File: config.mk
export PLATFORM = sky130hd
export DESIGN_NAME = sha256_msg_padder
export DESIGN_NICKNAME = d
export VERILOG_FILES = /design/src/rtl/sha256_msg_padder.sv
export SDC_FILE = /design/constraint.sdc
export NUM_CORES = 1
export LEC_CHECK = 0
export CAP_MARGIN = 10
export CORE_ASPECT_RATIO = 1.5
export CORE_MARGIN = 2
export CORE_UTILIZATION = 54
export DETAILED_ROUTE_END_ITERATION = 10
export GPL_TIMING_DRIVEN = 0
export PLACE_DENSITY_LB_ADDON = 0.25
export SLEW_MARGIN = 30
export SYNTH_ARGS = -nofsm -noshare
export SYNTH_HDL_FRONTEND = slang
export SYNTH_SLANG_ARGS = --single-unit
File: constraint.sdc
create_clock -name CLK -period 4.7 [get_ports CLK]
set_input_delay 0.94 -clock CLK [delete_from_list [all_inputs] [get_ports CLK]]
set_output_delay 0.94 -clock CLK [all_outputs]
set_load 0.005 [all_outputs]
File: src/rtl/sha256_msg_padder.sv
// SHA-256 message padder: 32-bit big-endian word stream in, FIPS 180-4 padded blocks out (16 words each).
// Optional feature macro SHA_PADDER_BLKCNT_EN adds the blk_cnt output (completed blocks of the current message).
module sha256_msg_padder #(
    parameter int LEN_W = 64
) (
    input  logic             CLK,
    input  logic             RST,
    input  logic             in_valid,
    output logic             in_ready,
    input  logic [31:0]      in_data,
    input  logic             in_last,
    input  logic [2:0]       in_nbytes,
    output logic             out_valid,
    input  logic             out_ready,
    output logic [31:0]      out_data,
    output logic             out_first,
    output logic             out_last,
    output logic [LEN_W-1:0] msg_len,
    output logic             len_start,
    output logic             busy
`ifdef SHA_PADDER_BLKCNT_EN
    ,
    output logic [31:0]      blk_cnt
`endif
);

    typedef enum logic [2:0] {
        S_IDLE   = 3'd0,
        S_DATA   = 3'd1,
        S_PAD    = 3'd2,
        S_ZERO   = 3'd3,
        S_LEN_HI = 3'd4,
        S_LEN_LO = 3'd5
    } state_t;

    state_t           state_reg;
    state_t           state_next;
    logic             run_reg;
    logic             out_valid_reg;
    logic [31:0]      out_data_reg;
    logic             out_last_reg;
    logic [3:0]       wcnt_reg;
    logic [3:0]       gidx_reg;
    logic [LEN_W-1:0] bitcnt_reg;
    logic             len_start_reg;

    logic             load_en;
    logic             accepting;
    logic             in_hs;
    logic             out_hs;
    logic [2:0]       nb_eff;
    logic             short_last;
    logic [31:0]      pad_word;
    logic [LEN_W-1:0] add_bits;
    logic             ld;
    logic [31:0]      ld_data;
    logic             ld_last;

    // gidx_reg is the block index of the next word to be loaded; wcnt_reg tracks the word on the output.
    assign load_en    = ~out_valid_reg | out_ready;
    assign accepting  = run_reg & ((state_reg == S_IDLE) | (state_reg == S_DATA));
    assign in_ready   = accepting & load_en;
    assign in_hs      = in_ready & in_valid;
    assign out_hs     = out_valid_reg & out_ready;
    assign nb_eff     = (in_nbytes > 3'd4) ? 3'd4 : in_nbytes;
    assign short_last = in_last & (nb_eff != 3'd4);
    assign add_bits   = in_last ? LEN_W'({nb_eff, 3'b000}) : LEN_W'(32);

    // Final word: keep valid bytes, 0x80 right after them, zeros beyond.
    genvar gi;
    generate
        for (gi = 0; gi < 4; gi++) begin : g_pad_byte
            assign pad_word[31-8*gi -: 8] = (3'(gi) < nb_eff)  ? in_data[31-8*gi -: 8] :
                                            (3'(gi) == nb_eff) ? 8'h80 : 8'h00;
        end
    endgenerate

    always_ff @(posedge CLK or negedge RST) begin
        if (!RST) begin
            state_reg <= S_IDLE;
        end else begin
            state_reg <= state_next;
        end
    end

    always_comb begin
        state_next = state_reg;
        case (state_reg)
            S_IDLE, S_DATA: begin
                if (in_hs) begin
                    if (!in_last) begin
                        state_next = S_DATA;
                    end else if (!short_last) begin
                        state_next = S_PAD;
                    end else if (gidx_reg == 4'd13) begin
                        state_next = S_LEN_HI;
                    end else begin
                        state_next = S_ZERO;
                    end
                end
            end
            S_PAD: begin
                if (load_en) begin
                    state_next = (gidx_reg == 4'd13) ? S_LEN_HI : S_ZERO;
                end
            end
            S_ZERO: begin
                // Zero fill runs through index 13, wrapping into a second block when needed.
                if (load_en && (gidx_reg == 4'd13)) begin
                    state_next = S_LEN_HI;
                end
            end
            S_LEN_HI: begin
                if (load_en) begin
                    state_next = S_LEN_LO;
                end
            end
            S_LEN_LO: begin
                if (out_hs && out_last_reg) begin
                    state_next = S_IDLE;
                end
            end
            default: state_next = S_IDLE;
        endcase
    end

    always_comb begin
        ld      = 1'b0;
        ld_data = 32'h0000_0000;
        ld_last = 1'b0;
        case (state_reg)
            S_IDLE, S_DATA: begin
                ld      = in_hs;
                ld_data = in_last ? pad_word : in_data;
            end
            S_PAD: begin
                ld      = load_en;
                ld_data = 32'h8000_0000;
            end
            S_ZERO: begin
                ld      = load_en;
            end
            S_LEN_HI: begin
                ld      = load_en;
                ld_data = bitcnt_reg[LEN_W-1 -: 32];
            end
            S_LEN_LO: begin
                // Load the low length word once, then only wait for it to drain.
                ld      = load_en & ~out_last_reg;
                ld_data = bitcnt_reg[31:0];
                ld_last = 1'b1;
            end
            default: begin
                ld      = 1'b0;
            end
        endcase
    end

    always_ff @(posedge CLK or negedge RST) begin
        if (!RST) begin
            run_reg       <= 1'b0;
            out_valid_reg <= 1'b0;
            out_data_reg  <= 32'h0000_0000;
            out_last_reg  <= 1'b0;
            wcnt_reg      <= 4'd0;
            gidx_reg      <= 4'd0;
            bitcnt_reg    <= '0;
            len_start_reg <= 1'b0;
        end else begin
            run_reg <= 1'b1;
            if (ld) begin
                out_valid_reg <= 1'b1;
                out_data_reg  <= ld_data;
                out_last_reg  <= ld_last;
                gidx_reg      <= gidx_reg + 4'd1;
            end else if (out_ready) begin
                out_valid_reg <= 1'b0;
                out_last_reg  <= 1'b0;
            end
            if (out_hs) begin
                wcnt_reg <= wcnt_reg + 4'd1;
            end
            if (in_hs) begin
                bitcnt_reg <= ((state_reg == S_IDLE) ? '0 : bitcnt_reg) + add_bits;
            end
            len_start_reg <= in_hs & in_last;
        end
    end

`ifdef SHA_PADDER_BLKCNT_EN
    logic [31:0] blk_cnt_reg;

    always_ff @(posedge CLK or negedge RST) begin
        if (!RST) begin
            blk_cnt_reg <= 32'd0;
        end else if (in_hs && (state_reg == S_IDLE)) begin
            blk_cnt_reg <= 32'd0;
        end else if (out_hs && (wcnt_reg == 4'd15)) begin
            blk_cnt_reg <= blk_cnt_reg + 32'd1;
        end
    end

    assign blk_cnt = blk_cnt_reg;
`endif

    assign out_valid = out_valid_reg;
    assign out_data  = out_data_reg;
    assign out_first = out_valid_reg & (wcnt_reg == 4'd0);
    assign out_last  = out_valid_reg & out_last_reg;
    assign msg_len   = bitcnt_reg;
    assign len_start = len_start_reg;
    assign busy      = (state_reg != S_IDLE);

endmodule

==> flow_summary.yaml <==
outcome:
  status: "finished clean"
synth:
  synth_seq_cells: 108
  synth_cells: 646
  synth_largest_area_cell: "dfrtp_1"
  syn_area_per_cell_um2: 8.94
  async_flop_share: 1.00
  synth_area_um2: 5780
  synth-seq-area-share: 0.468
  ys.flop_type: "dfrtp_1"
  yosysWarningCount: 0
  yosysTopAreaCellShare: 0.468
  synth.distinct_cells: 48
  synthTopCellsByArea: "dfrtp_1 47%, nand2_1 7.8%, xnor2_1 7.1%, o21ai_0 3.9%, a222oi_1 3.8%"
  synth-edff-count: 0
hold_path:
  min_to: "gidx_reg[3]"
  hold_start: "gidx_reg[3]"
  hold_path.class: "flip-flop to flip-flop"
  min_path_cells: 1
job:
  maxCapViolCount: 0
layout:
  diodes: 0
  largest_register_ffs: 61
  final_common_cell: "clkdlybuf4s50_1"
  final_cells: 947
  area_growth_pct: 33.7
  layout_common_cells: "137 x clkdlybuf4s50_1, 120 x nand2_1, 108 x dfrtp_1"
  drive_gt1_frac: 0.0399
  seqCellArea_um2: 2700
  final_area_um2: 7720
  multi_input_area_um2: 2870
  final_core_util: 0.737
  fin_nets: 846
  fillers: 822
cts:
  cts_made_buffers: 9
  clockBufferDepth: 2
  postCtsSetupBuffers: 0
  cts_tree: "yes"
  cts.sinks: 108
  clk_pin_slew_worst_paths_ns: 0.07
  cts.htree.levels: 3
  cts-root-buf: "clkbuf_16"
  clock_latency_ns: 0.35
  cts_hold_buffers: 0
pwr:
  clkPwrFrac: 0.221
  p_switching_mw: 1.49
  leakagePower_nw: 2.92
  power_frac_comb: 0.418
  power_density_nw_per_um2: 490
  p_sw_frac: 0.395
  total_power_mw: 3.78
  p_int_mw: 2.29
  seqPwrFrac: 0.362
  ir_drop_v: 0.000261
worst_setup_path:
  critPathArrivalTime_ns: 4.51
  start_kind: "flip-flop"
  cp.required_ns: 4.93
  crit_type: "flip-flop to flip-flop"
  reg2reg_from: "state_reg[0]"
  rr_endpoint: "msg_len[61]"
  r2r_cells: 12
  rrSetupSlack_ns: 0.42
  cp_max_fo: 10
  end_kind: "flip-flop"
routing:
  via_count: 5904
  firstDrtPassIters: 7
  drt-initial-drc-count: 653
  ant_nets: 0
  drc_errors: 0
  wl_mm: 20.4
  wl_per_cell_um: 21.6
  vias_per_cell: 6.23
global_route:
  grt_max_degree: 67
  antenna_found_initial: 0
  grt_pass1_wl_mm: 30.9
  grt_overflow: 0
  track_usage: 0.359
  grt_pass1_vias: 5720
sta:
  fin_tns_setup_ns: 0
  slew_headroom: 0.340
  finalCriticalPeriod_ns: 4.28
  skew_ns: 0.00895
  finalWorstSetupSlack_ns: 0.415
  hold_viol: 0
  rsz0062_at_grt: "false"
  tightest_slew_ns: 0.978
  finalCritPeriodShare: 0.912
  setup-violations-final: 0
  maxSlewViolCount: 0
  fin_hold_ws_ns: 0.480
  max_clock_freq_mhz: 233
floorplan:
  coreArea_um2: 10500
  rows: 46
  die_w_um: 88.5
  start_util: 0.552
  dieArea_um2: 11600
  die_h_um: 131
  ios: 142
placement:
  gp_congestion: 0.935
  place_inst: 931
  place_area_um2: 7390
  io_buffers: 138
  place_ws_ns: -0.0142
  dp.final_hpwl_mm: 15.0
[cell families (layout without fill, tap and decap cells)]
group,Yosys count,in the layout,synth area share
AND/OR/NAND/NOR,283,283,0.230
other,2,4,0.00130
buffers and inverters,59,214,0.0405
multiplexers,9,9,0.0167
adder cells (fa/ha/maj),8,8,0.0186
AO/OA/AOI/OAI,125,125,0.146
flip-flops,108,108,0.468
XOR/XNOR,52,52,0.0788
[how the worst max path moves through the flow]
stage | startpoint | endpoint | cells past startpoint | slack, ns
final | state_reg[0] | msg_len[61] | 12 | 0.42
after global routing | state_reg[0] | msg_len[61] | 12 | 0.26
after CTS | state_reg[0] | msg_len[62] | 11 | 0.11
after detailed placement | state_reg[0] | msg_len[61] | 11 | -0.01
after global placement | RST | out_data[28] | 1 | -1.31
after floorplan | state_reg[0] | msg_len[61] | 11 | 1.40
[power by group through the flow]
stage	combinational [mW]	clock, mW	sequential, mW
5_1_grt	1.70	0.864	1.39
6_report	1.58	0.834	1.37
4_1_cts	1.56	0.833	1.36
3_3_place_gp	1.48	0	1.36
3_5_place_dp	1.54	0	1.38
2_1_floorplan	0.789	0	1.33
[cells in the mapped netlist, types with 4 or more instances]
cell type and count:
nand2_1 120, nand4_1 20, xnor2_1 47, nor2_1 30
clkbuf_1 31, and3_1 4, nor2b_1 5, nor3_1 34
nor4_1 20, a222oi_1 22, a21oi_1 26, xor2_1 5
mux2_2 5, and2_1 7, o21ai_0 45, mux2i_1 4
dfrtp_1 108, a22o_1 8, inv_1 22, nand3_1 31
ha_1 7
[layer usage]
layer | part of all wire | global-route usage | vias to the layer above
met3 | 0.073 | 0.0383 | 64
met1 | 0.37 | 0.444 | 2874
met5 | 0 | 0 | -
met2 | 0.52 | 0.619 | 353
met4 | 0.044 | 0.177 | 0
li1 | - | - | 2613
[cell type report]
cell class              count  area share
multi-input cells         481       0.372
well taps                 144      0.0233
clock inverters             5      0.0109
clock buffers              11      0.0314
inverters                  23      0.0112
flip-flops and latches    108       0.350
plain buffers              36      0.0191
repair buffers            139       0.183
[critical path, cell delays in order, from the launching register on]
cell and delay [ns]:
dfrtp_1 0.47, clkbuf_1 0.28, nor3_1 0.64, inv_2 0.29, and2_1 0.24, ha_1 0.21, fa_1 0.41, a21oi_1 0.44
nor4_2 0.16, nand4_1 0.16, clkbuf_1 0.51, nor4_1 0.18, xnor2_1 0.16
[what timing repair did]
action / CTS / global route
resized for setup: 1 / 2
endpoints found under the hold margin: 0 / 0
endpoints found under the setup margin: 1 / 18
No activity file was read; power rests on OpenSTA's default activity.
